===== src/rtl/bsg_tline_channel_mapper.sv =====
// bsg_tline_channel_mapper
// Runtime-programmable permutation between physical receive lanes and
// core-side logical channels, with a shadow/commit map and a training mode
// that learns the lane map from tagged beats.
//
// Ports:
//   clk_i, reset_n_i          clock, asynchronous active-low reset
//   phys_v_i, phys_data_i     per-physical-lane valid and data
//   log_v_o, log_data_o       per-logical-channel valid and data (registered)
//   cfg_v_i, cfg_addr_i,
//   cfg_data_i, cfg_commit_i  shadow map write and commit to active
//   train_i                   level request for training
//   train_done_o, train_err_o training status flags (registered)
//   active_map_o              current active map, field j = source of logical j

package bsg_tline_channel_mapper_pkg;

   // Packed identity map, field j = j, each field lg bits wide.
   function automatic logic [63:0] identity_map(int unsigned channels, int unsigned lg);
      logic [63:0] m;
      m = '0;
      for (int unsigned j = 0; j < channels; j++) begin
         m = m | (64'(j) << (j * lg));
      end
      return m;
   endfunction

endpackage

module bsg_tline_channel_mapper
  #(parameter int unsigned channels_p = 4,
    parameter int unsigned width_p    = 8,
    parameter logic [channels_p*$clog2(channels_p)-1:0] default_map_p =
       (channels_p*$clog2(channels_p))'(
          bsg_tline_channel_mapper_pkg::identity_map(channels_p, $clog2(channels_p))),
    parameter logic [3:0] magic_p = 4'hA)
   (input  logic                                     clk_i,
    input  logic                                     reset_n_i,
    input  logic [channels_p-1:0]                    phys_v_i,
    input  logic [channels_p*width_p-1:0]            phys_data_i,
    output logic [channels_p-1:0]                    log_v_o,
    output logic [channels_p*width_p-1:0]            log_data_o,
    input  logic                                     cfg_v_i,
    input  logic [$clog2(channels_p)-1:0]            cfg_addr_i,
    input  logic [$clog2(channels_p)-1:0]            cfg_data_i,
    input  logic                                     cfg_commit_i,
    input  logic                                     train_i,
    output logic                                     train_done_o,
    output logic                                     train_err_o,
    output logic [channels_p*$clog2(channels_p)-1:0] active_map_o);

   localparam int unsigned lg_lp    = $clog2(channels_p);
   localparam int unsigned low_w_lp = width_p - 4;   // bits below the tag

   typedef enum logic [1:0] {IDLE, TRAIN, DONE, ERR} state_e;

   state_e                   state_r, state_n;
   logic [lg_lp-1:0]         active_r [channels_p];
   logic [lg_lp-1:0]         active_n [channels_p];
   logic [lg_lp-1:0]         shadow_r [channels_p];
   logic [lg_lp-1:0]         shadow_n [channels_p];
   logic [channels_p-1:0]    found_r, found_n;
   logic [channels_p-1:0]    log_v_n;
   logic [channels_p*width_p-1:0] log_data_n;
   logic                     done_n, err_n;
   logic [width_p-1:0]       phys_arr [channels_p];

   // Next-state, map update and datapath selection.
   always_comb begin
      logic                commit;
      logic                bad;
      logic [width_p-1:0]  beat;
      logic [low_w_lp-1:0] low;
      logic [lg_lp-1:0]    id;

      state_n  = state_r;
      active_n = active_r;
      shadow_n = shadow_r;
      found_n  = found_r;
      done_n   = train_done_o;
      err_n    = train_err_o;
      commit   = 1'b0;
      bad      = 1'b0;
      beat     = '0;
      low      = '0;
      id       = '0;

      for (int unsigned k = 0; k < channels_p; k++) begin
         phys_arr[k] = phys_data_i[k*width_p +: width_p];
      end

      // Host configuration is frozen while training owns the shadow map.
      if (state_r != TRAIN) begin
         if (cfg_v_i) shadow_n[cfg_addr_i] = cfg_data_i;
         commit = cfg_commit_i;
      end

      unique case (state_r)
         IDLE: begin
            if (train_i) begin
               state_n = TRAIN;
               found_n = '0;
               done_n  = 1'b0;
               err_n   = 1'b0;
            end
         end
         TRAIN: begin
            if (!train_i) begin
               state_n = IDLE;
            end else begin
               // Lowest lane first, so a repeated id on a higher lane errors.
               for (int unsigned k = 0; k < channels_p; k++) begin
                  beat = phys_arr[k];
                  low  = beat[low_w_lp-1:0];
                  id   = beat[lg_lp-1:0];
                  if (phys_v_i[k] && (beat[width_p-1 -: 4] == magic_p)
                      && ((low >> lg_lp) == '0)) begin
                     if (!found_n[id]) begin
                        shadow_n[id] = lg_lp'(k);
                        found_n[id]  = 1'b1;
                     end else if (shadow_n[id] != lg_lp'(k)) begin
                        bad = 1'b1;
                     end
                  end
               end
               if (bad) begin
                  state_n = ERR;
                  err_n   = 1'b1;
               end else if (&found_n) begin
                  state_n = DONE;
                  done_n  = 1'b1;
                  commit  = 1'b1;
               end
            end
         end
         DONE: begin
            if (!train_i) begin
               state_n = IDLE;
               done_n  = 1'b0;
            end
         end
         ERR: begin
            if (!train_i) begin
               state_n = IDLE;
               err_n   = 1'b0;
            end
         end
         default: state_n = IDLE;
      endcase

      if (commit) active_n = shadow_n;

      // Datapath uses the map in force this cycle; a commit blanks one cycle.
      for (int unsigned j = 0; j < channels_p; j++) begin
         log_v_n[j] = phys_v_i[active_r[j]] && !commit && (state_n != TRAIN);
         log_data_n[j*width_p +: width_p] = phys_arr[active_r[j]];
      end
   end

   // All state.
   always_ff @(posedge clk_i or negedge reset_n_i) begin
      if (!reset_n_i) begin
         state_r      <= IDLE;
         found_r      <= '0;
         train_done_o <= 1'b0;
         train_err_o  <= 1'b0;
         log_v_o      <= '0;
         log_data_o   <= '0;
         for (int unsigned j = 0; j < channels_p; j++) begin
            active_r[j] <= default_map_p[j*lg_lp +: lg_lp];
            shadow_r[j] <= default_map_p[j*lg_lp +: lg_lp];
         end
      end else begin
         state_r      <= state_n;
         found_r      <= found_n;
         train_done_o <= done_n;
         train_err_o  <= err_n;
         log_v_o      <= log_v_n;
         log_data_o   <= log_data_n;
         active_r     <= active_n;
         shadow_r     <= shadow_n;
      end
   end

   // Flatten the active map for observation.
   always_comb begin
      for (int unsigned j = 0; j < channels_p; j++) begin
         active_map_o[j*lg_lp +: lg_lp] = active_r[j];
      end
   end

endmodule


===== config.mk =====
export PLATFORM = sky130hd
export DESIGN_NAME = bsg_tline_channel_mapper
export DESIGN_NICKNAME = d
export VERILOG_FILES = /design/src/rtl/bsg_tline_channel_mapper.sv
export SDC_FILE = /design/constraint.sdc
export NUM_CORES = 1
export LEC_CHECK = 0
export CELL_PAD_IN_SITES_DETAIL_PLACEMENT = 1
export CELL_PAD_IN_SITES_GLOBAL_PLACEMENT = 1
export CORE_ASPECT_RATIO = 0.7
export CORE_UTILIZATION = 25
export DETAILED_ROUTE_END_ITERATION = 8
export GPL_TIMING_DRIVEN = 0
export PLACE_DENSITY_LB_ADDON = 0.1
export SETUP_SLACK_MARGIN = 0.02
export SYNTH_ARGS = -nofsm -noshare
export SYNTH_HDL_FRONTEND = slang
export SYNTH_SLANG_ARGS = --single-unit

===== constraint.sdc =====
create_clock -name clk_i -period 3.7 [get_ports clk_i]
set_input_delay 0.74 -clock clk_i [delete_from_list [all_inputs] [get_ports clk_i]]
set_output_delay 0.74 -clock clk_i [all_outputs]
set_load 0.05 [all_outputs]

==> flow_metrics.tcl, run 1 <==
set metrics [dict create \
    rsz0062_at_grt "true" \
    postSynthAreaPerCell_sq_um 11.1 \
    n_fill_cell 1841 \
    antenna_cells 0 \
    design_area_sq_um 6170 \
    ys_ff_latch 60 \
    sw_frac_of_total_pct 44.5 \
    synth.net_count 432 \
    status "finished clean" \
    grt_pass1_vias 4106 \
    path_clk_slew_ns 0.06 \
    period_share_pct 97.6 \
    layout-drive-gt1-share_pct 30.6 \
    power_mw 4.75 \
    ctsHoldBuffers 0 \
    antenna_found_initial 1 \
    synthFlopType "dfrtp_1" \
    drv_slew 0 \
    hp-class "input port to asynchronous set/reset pin" \
    syn_inst 383 \
    io_pins 91 \
    synth-edff-count 0 \
    cp-end-kind "flip-flop" \
    yosysSeqAreaShare_pct 35.4 \
    setup_viol 0 \
    required_ns 3.92 \
    dr.max_layer_used "met5" \
    area_growth_pct 44.5 \
    synth-async-reset-ratio_pct 100 \
    netlist_area_sq_um 4270 \
    max-cap-violations 0 \
    timing.hold.ws_ns 0.475 \
    wl_met2_mm 6.99 \
    comb_power_share_pct 55.7 \
    wl_mm 16.9 \
    gr-total-overflow 0 \
    synth_area_leaders "dfrtp_1 30%, mux4_2 20%, dfstp_2 4.9%" \
    worst_pin_slew_ns 1.16 \
    gp_congestion 0.881 \
    critPathArrivalTime_ns 3.83 \
    route.met3.wl_mm 1.04 \
    layout.nets 548 \
    numCtsBuffers 9 \
    p_int_mw 2.64 \
    leakage_nw 2.40 \
    cts_root_buffer "clkbuf_16" \
    wl_met1_mm 8.59 \
    clk_latency_ns 0.34 \
    first_pass_iters 4 \
    die_w_um 158 \
    worstPathMaxFanout 6 \
    cts_sinks 60 \
    p_clk_share_pct 21.4 \
    drcViolationCount 0 \
    dpl_worst_slack_ns -0.851 \
    path_class "input port to flip-flop" \
    start_util_pct 25.9 \
    min_period_ns 3.61 \
    start_kind "input port" \
    synth.largest_area_cell "dfrtp_1" \
    ir_drop_mv 0.343 \
    slew_headroom_pct 22.9 \
    fmax_mhz 277 \
    ys_warn_count 0 \
    hold_violations 0 \
    final.setup_skew_ns 0.00729 \
    grt_usage_pct 20.2 \
    setup_slack_ns 0.0882 \
    core-area_sq_um 16500 \
    dieArea_sq_um 17600 \
    ys_types 68 \
    cts_tree "done" \
    drtIter0Drc 170 \
    grt_pass1_wl_mm 25.8 \
    dpl-instance-area_sq_um 5420 \
    seq_power_share_pct 22.9 \
    hpwl_mm 12.4 \
    synth_commonest_cells "52 x dfrtp_1, 38 x mux4_2, 29 x nand2_1" \
    vias 3872 \
    placement_rows 39 \
    yosysMostFrequentCell "dfrtp_1" \
    cts_buffer_depth 2 \
    drtAntennaViolNets 0 \
    htreeDepth 3 \
    power_switching_mw 2.12 \
    vias_per_cell 5.31 \
    powerDensity_nw_per_um2 771 \
    yosys.area.top_type_share_pct 30.5 \
    grt_max_degree 61 \
    wl_per_cell_um 23.1 \
    io_buffers 87 \
    die_y_um 111 \
]
[registers in the layout, summed over array words and instances (netlist names)]
signal	count
train_err_o	1
state_r	2
log_v_o	4
train_done_o	1
log_data_o	32
shadow_r	8
found_r	4
active_map_o	8
[cell families after synthesis]
| logic type | count (synthesis) | share of synthesized area (%) |
|---|---|---|
| xor+xnor | 3 | 0.616 |
| mux | 60 | 26.1 |
| simple gates | 136 | 18.4 |
| fa+ha+maj | 4 | 1.17 |
| flops | 60 | 35.4 |
| compound gates | 81 | 14.7 |
| buf+inv | 39 | 3.69 |
[metal layers]
metal / up-vias / GRT usage, %
met5: - / 0
met4: 2 / 4.74
met3: 20 / 4.61
met2: 134 / 28.1
met1: 1999 / 31.1
li1: 1717 / -
[cells in the final DEF, fill, tap and decap left out, types with 5 or more instances in the layout]
cell type and instances:
dlygate4sd2_1 7, a21oi_1 18, nand4_1 6, inv_1 13, nand2b_1 7, clkbuf_1 13, clkbuf_16 9, nor2_1 21
mux2_2 5, mux4_2 38, dfrtp_1 52, nor2b_1 5, dfstp_2 8, buf_4 20, clkdlybuf4s50_1 73, mux2i_1 8
a31oi_1 5, nor3_1 12, a211oi_4 6, nand3_1 12, mux2_4 6, o21ai_0 18, nand2_1 28
[worst max-delay path, stage by stage]
cell and delay (ns):
dlygate4sd2_1 0.34, and4bb_2 0.34, a41oi_1 0.52, o21ai_0 0.29
a32o_1 0.29, a41o_1 0.24, a211oi_4 0.28, buf_12 0.16
a41oi_4 0.15, buf_6 0.18, mux2_4 0.29
[repair_timing]
item	in CTS	in global routing
pin swaps	10	7
gates resized for setup	45	28
gates cloned	1	0
setup buffers	14	3
endpoints found under the setup margin	16	14
[metrics by stage]
| step | utilization (%) | TNS (ns) | cells |
|---|---|---|---|
| 2_1_floorplan | - | 0 | 383 |
| 3_3_place_gp | 32.9 | -25.42 | 695 |
| 3_5_place_dp | 32.8 | -11.37 | 695 |
| 4_1_cts | 36.5 | 0 | 726 |
| 5_1_grt | 37.4 | 0 | 729 |
| 6_report | 37.4 | 0 | 729 |
[power groups by stage]
stage	logic, mW	registers, mW	clock network (mW)
2_1_floorplan	0.926	1.87	0
3_3_place_gp	2.58	1.08	0
3_5_place_dp	2.58	1.10	0
4_1_cts	2.64	1.09	1.04
5_1_grt	2.79	1.12	1.06
6_report	2.65	1.09	1.02
[layout make-up]
| cell class | instances | area, sq um | area share, % |
|---|---|---|---|
| Clock inverter | 7 | 124 | 2.01 |
| Sequential cell | 60 | 1510 | 24.5 |
| Tap cell | 225 | 282 | 4.56 |
| Multi-Input combinational cell | 284 | 2840 | 46.0 |
| Inverter | 13 | 48.8 | 0.791 |
| Buffer | 26 | 125 | 2.03 |
| Timing Repair Buffer | 105 | 1020 | 16.5 |
| Clock buffer | 9 | 225 | 3.65 |
[final timing paths]
path / slack (ns) / cells after the start / from / to
max: 0.09 / 11 / phys_v_i[0] / active_map_o[3]
min: 0.48 / 1 / reset_n_i / log_data_o[16]
max reg2reg: 0.26 / 13 / state_r[1] / active_map_o[3]
min reg2reg: 0.53 / 2 / train_err_o / train_err_o
max in group asynchronous: 2.64 / 1 / reset_n_i / found_r[3]
min in group clk_i: 0.53 / 2 / train_err_o / train_err_o
No activity file was read; power rests on OpenSTA's default activity.
==> run 2, diff against run 1 <==
--- a/config.mk
+++ b/config.mk
@@ -10,6 +10,7 @@
 export CORE_ASPECT_RATIO = 0.7
 export CORE_UTILIZATION = 25
 export DETAILED_ROUTE_END_ITERATION = 8
+export GPL_ROUTABILITY_DRIVEN = 0
 export GPL_TIMING_DRIVEN = 0
 export PLACE_DENSITY_LB_ADDON = 0.1
 export SETUP_SLACK_MARGIN = 0.02
==> run 2 against run 1 <==
Global-route usage fell by 0.057 points. Largest cell class unchanged. Worst hold slack better by 0.0057 ns. Critical endpoint is now active_map_o[4]. Final cell count shrank 0.27%. Clock skew increased by 0.00078 ns. Critical path type unchanged. Final area shrank 0.91%.
==> flow_metrics.tcl, run 2 (synthesis gave the netlist of run 1 again) <==
set metrics [dict create \
    status "finished clean" \
    io_buffers 87 \
    dieArea_sq_um 17600 \
    min_period_ns 3.57 \
    grt_max_degree 61 \
    layout_common_cells "74 x clkdlybuf4s50_1, 52 x dfrtp_1, 38 x mux4_2" \
    leakage_nw 2.36 \
    path_class "input port to flip-flop" \
    grt_usage_pct 20.1 \
    cts_buffer_depth 2 \
    grt_pass1_wl_mm 25.8 \
    utilization_pct 37.1 \
    first_pass_iters 5 \
    path_clk_slew_ns 0.07 \
    antenna_found_initial 1 \
    setup.worst_path.start "phys_data_i[2]" \
    htreeDepth 3 \
    powerDensity_nw_per_um2 765 \
    final_common_cell "clkdlybuf4s50_1" \
    vias 3852 \
    core-area_sq_um 16500 \
    r2r_slack_ns 0.15 \
    io_pins 91 \
    hpwl_mm 12.4 \
    cts_root_buffer "clkbuf_16" \
    timing.hold.ws_ns 0.481 \
    slew_headroom_pct 19.6 \
    area.sequential_sq_um 1510 \
    power_mw 4.68 \
    largest_register_ff_count 32 \
    cp-end-kind "flip-flop" \
    start_kind "input port" \
    multi_input_area_sq_um 2820 \
    die_y_um 111 \
    cts_tree "done" \
    drcViolationCount 0 \
    gr-total-overflow 0 \
    rsz0062_at_grt "true" \
    regMostFlops "log_data_o" \
    start_util_pct 25.9 \
    ctsHoldBuffers 0 \
    max-cap-violations 0 \
    drtAntennaViolNets 0 \
    ir_drop_mv 0.530 \
    hold_violations 0 \
    hp-class "input port to asynchronous set/reset pin" \
    wl_mm 16.9 \
    grt_pass1_vias 4115 \
    worstPathMaxFanout 6 \
    layout.nets 545 \
    cts_sinks 60 \
    r2r_start "state_r[1]" \
    worst_pin_slew_ns 1.21 \
    drv_slew 0 \
    reg2regPathDepth 13 \
    wl_per_cell_um 23.2 \
    layout-drive-gt1-share_pct 30.1 \
    n_fill_cell 1817 \
    dpl_worst_slack_ns -0.762 \
    numCtsBuffers 9 \
    design_area_sq_um 6110 \
    final.setup_skew_ns 0.00807 \
    setup_slack_ns 0.134 \
    clk_latency_ns 0.34 \
    area_growth_pct 43.2 \
    placement_rows 39 \
    required_ns 3.92 \
    setup_viol 0 \
    crit_end "active_map_o[4]" \
    r2r_end "active_map_o[4]" \
    vias_per_cell 5.30 \
    die_w_um 158 \
    period_share_pct 96.4 \
    dpl-instance-area_sq_um 5420 \
    critPathArrivalTime_ns 3.79 \
    fmax_mhz 280 \
    drtIter0Drc 229 \
]
-- run 2: changes by cell type in the layout (fill, tap and decap cells not counted), sizes merged --
cell,delta
dlygate4sd2,-1
buf,-4
clkbuf,+3
clkinvlp,-1
clkinv,+2
clkdlybuf4s15,-2
bufinv,-1
clkdlybuf4s50,+1
diode,+1
-- run 2: worst max-delay path, cell delays in order --
cell and delay, ns:
dlygate4sd2_1 0.31, nand4bb_4 0.29, buf_4 0.20, or4_4 0.55
or4b_1 0.19, nand3_1 0.07, or4_4 0.55, clkbuf_4 0.20
a41oi_4 0.20, buf_4 0.16, mux2_2 0.32
-- run 2: worst min path at each step --
stage / cells past startpoint / endpoint / slack [ns] / from
finish: 1 / log_data_o[17] / 0.48 / reset_n_i
floorplan: 0 / active_map_o[0] / 0.44 / reset_n_i
global placement: 2 / train_err_o / 0.52 / train_err_o
global route: 1 / log_data_o[17] / 0.55 / reset_n_i
CTS: 1 / log_data_o[17] / 0.53 / reset_n_i
detailed placement: 2 / train_err_o / 0.53 / train_err_o
-- run 2: where the power goes --
group          switching, mW  internal (mW)
clock                  0.348          0.594
combinational           1.64           1.01
sequential             0.128          0.957
total                   2.11           2.56
-- run 2: routing by layer --
metal	track usage, %	routed length (um)	vias up	share of wire [%]
li1	-	-	1707	-
met2	27.9	7070	145	42
met3	5.12	980	15	5.8
met4	5.06	179	2	1.1
met1	30.7	8660	1983	51
met5	0	12	-	0.071
-- run 2: layout make-up --
cell class              instances  area share (%)
well taps                     225            4.61
plain buffers                  26            2.07
repair buffers                102            16.2
clock buffers                   9            3.69
diodes                          1          0.0410
flip-flops and latches         60            24.7
inverters                      13           0.799
multi-input cells             284            46.2
clock inverters                 7            1.64
-- run 2: per-stage QoR --
stage / std cells / TNS (ns)
detailed placement: 695 / -10.44
finish: 727 / 0
global placement: 695 / -24.35
global route: 726 / -0.0879
floorplan: 383 / 0
CTS: 721 / 0
-- run 2: timing repair --
action,4_1_cts,5_1_grt
setup buffers,10,5
cloned,0,0
setup endpoints to repair,15,16
pin swaps,8,5
resized for setup,42,26
==> run 3, diff against run 2 <==
--- a/config.mk
+++ b/config.mk
@@ -7,11 +7,13 @@
 export LEC_CHECK = 0
 export CELL_PAD_IN_SITES_DETAIL_PLACEMENT = 1
 export CELL_PAD_IN_SITES_GLOBAL_PLACEMENT = 1
-export CORE_ASPECT_RATIO = 0.7
+export CORE_ASPECT_RATIO = 0.8
 export CORE_UTILIZATION = 25
+export CTS_CLUSTER_SIZE = 20
 export DETAILED_ROUTE_END_ITERATION = 8
 export GPL_ROUTABILITY_DRIVEN = 0
 export GPL_TIMING_DRIVEN = 0
+export HOLD_SLACK_MARGIN = 0.02
 export PLACE_DENSITY_LB_ADDON = 0.1
 export SETUP_SLACK_MARGIN = 0.02
 export SYNTH_ARGS = -nofsm -noshare
==> run 3 against run 2 <==
Global-route usage shrank 1.6 points. Core utilization shrank 0.35 points. Sequential power is essentially flat. Critical path type unchanged. Critical endpoint is now active_map_o[3]. Highest routed layer is now met4.
==> flow_metrics.tcl, run 3 (synthesis gave the netlist of run 1 again) <==
set metrics [dict create \
    status "finished clean" \
    htreeDepth 3 \
    vias 3764 \
    cts_tree "done" \
    path_delay_family "simple AND/OR/NAND/NOR gates" \
    timing.hold.ws_ns 0.473 \
    layout-drive-gt1-share_pct 30.4 \
    max_stage_delay_ns 0.56 \
    grt_pass1_wl_mm 24.0 \
    die_y_um 119 \
    hp-class "input port to asynchronous set/reset pin" \
    hold_violations 0 \
    hpwl_mm 11.8 \
    grt_usage_pct 18.5 \
    slew_headroom_pct 29.6 \
    fmax_mhz 281 \
    layout.nets 547 \
    wl_mm 15.7 \
    r2r_slack_ns 0.18 \
    max-cap-violations 0 \
    route.met3.wl_um 910 \
    required_ns 3.93 \
    worstPathMaxFanout 10 \
    powerDensity_nw_per_um2 741 \
    vias_per_cell 5.21 \
    dieArea_sq_um 17600 \
    path_class "input port to flip-flop" \
    drtIter0Drc 124 \
    grt_pass1_vias 3983 \
    antenna_cells 0 \
    clk_latency_ns 0.34 \
    min_period_ns 3.56 \
    cp-end-kind "flip-flop" \
    final_common_cell "clkdlybuf4s50_1" \
    critPathArrivalTime_ns 3.79 \
    cts_buffer_depth 2 \
    dp_cells 690 \
    io_buffers 87 \
    io_pins 91 \
    fin_cells 723 \
    path_clk_slew_ns 0.06 \
    cts_sinks 60 \
    wl_met2_mm 7.22 \
    drv_slew 0 \
    gr-total-overflow 0 \
    period_share_pct 96.2 \
    drcViolationCount 0 \
    drtAntennaViolNets 0 \
    grt_max_degree 61 \
    ir_drop_mv 0.196 \
    worstPathCellList "clkdlybuf4s50_1 > nor3b_4 > nand2_4 > o31ai_2 > or4b_1 > nand3_1 > or4_4 > buf_4 > a41oi_4 > buf_6 > mux2_4" \
    leakage_nw 2.37 \
    setup_viol 0 \
    regMostFlops "log_data_o" \
    largest_register_ff_count 32 \
    cp_slowest_cell "clkdlybuf4s50_1" \
    wl_per_cell_um 21.7 \
    path_buf_inv 3 \
    wl_met1_mm 7.21 \
    start_kind "input port" \
    die_w_um 148 \
    layout_common_cells "74 x clkdlybuf4s50_1, 52 x dfrtp_1, 38 x mux4_2" \
    rsz0062_at_grt "false" \
    cts_root_buffer "clkbuf_16" \
    first_pass_iters 6 \
    antenna_found_initial 0 \
    area_growth_pct 42.8 \
    ctsHoldBuffers 0 \
    start_util_pct 25.7 \
    final.setup_skew_ns 0.00791 \
    core-area_sq_um 16600 \
    numCtsBuffers 9 \
    worst_pin_slew_ns 1.06 \
    placement_rows 42 \
    dr.max_layer_used "met4" \
]
## run 3: where the power goes
group / total [mW] / switching (mW) / internal (mW)
Sequential: 1.06 / 0.109 / 0.956
Combinational: 2.60 / 1.58 / 1.02
Clock: 0.854 / 0.333 / 0.521
## run 3: what timing repair did
action / 4_1_cts / 5_1_grt
gates resized for setup: 40 / 27
setup buffers: 12 / 5
pin swaps: 7 / 8
endpoints found under the setup margin: 16 / 13
## run 3: metal layers
| layer | GRT usage, % | vias up |
|---|---|---|
| li1 | - | 1724 |
| met1 | 25.0 | 1897 |
| met2 | 29.3 | 119 |
| met3 | 4.02 | 24 |
| met4 | 6.31 | 0 |
| met5 | 0 | - |
## run 3: final timing paths
path	from	to	cells after the start
worst min-delay path	reset_n_i	log_data_o[16]	1
worst min register to register	train_err_o	train_err_o	2
worst max register to register	state_r[1]	active_map_o[3]	13
worst max-delay path	phys_data_i[13]	active_map_o[3]	11
max in group asynchronous	reset_n_i	shadow_r[6]	1
min in group clk_i	train_err_o	train_err_o	2
## run 3: worst register-to-register path, delay by kind of cell (launching register included)
family          cells  cell delay (ns)
simple gates        4             1.11
buf+inv             4             0.68
mux                 2             0.53
compound gates      2             0.40
flops               1             0.39
fa+ha+maj           1             0.28
## run 3: final cells by class
type / instances / area, sq um
fill: 1827 / 10500
clock inverter: 6 / 65.1
tap: 220 / 275
clock buffer: 10 / 229
multi-input combinational: 284 / 2840
sequential: 60 / 1510
inverter: 13 / 48.8
buffer: 26 / 123
timing repair buffer: 104 / 1000
## run 3: per-stage QoR
step           setup TNS [ns]  instance area [sq um]  setup slack, ns  util [%]  total power, mW
2_1_floorplan               0                   4270            0.333         -             2.79
3_3_place_gp           -21.23                   5410           -0.784      32.6             3.63
3_5_place_dp           -12.10                   5410           -0.874      32.6             3.64
4_1_cts                     0                   5960           0.0266      35.9             4.56
5_1_grt                     0                   6090           0.0110      36.7             4.75
6_report                    0                   6090            0.140      36.7             4.52
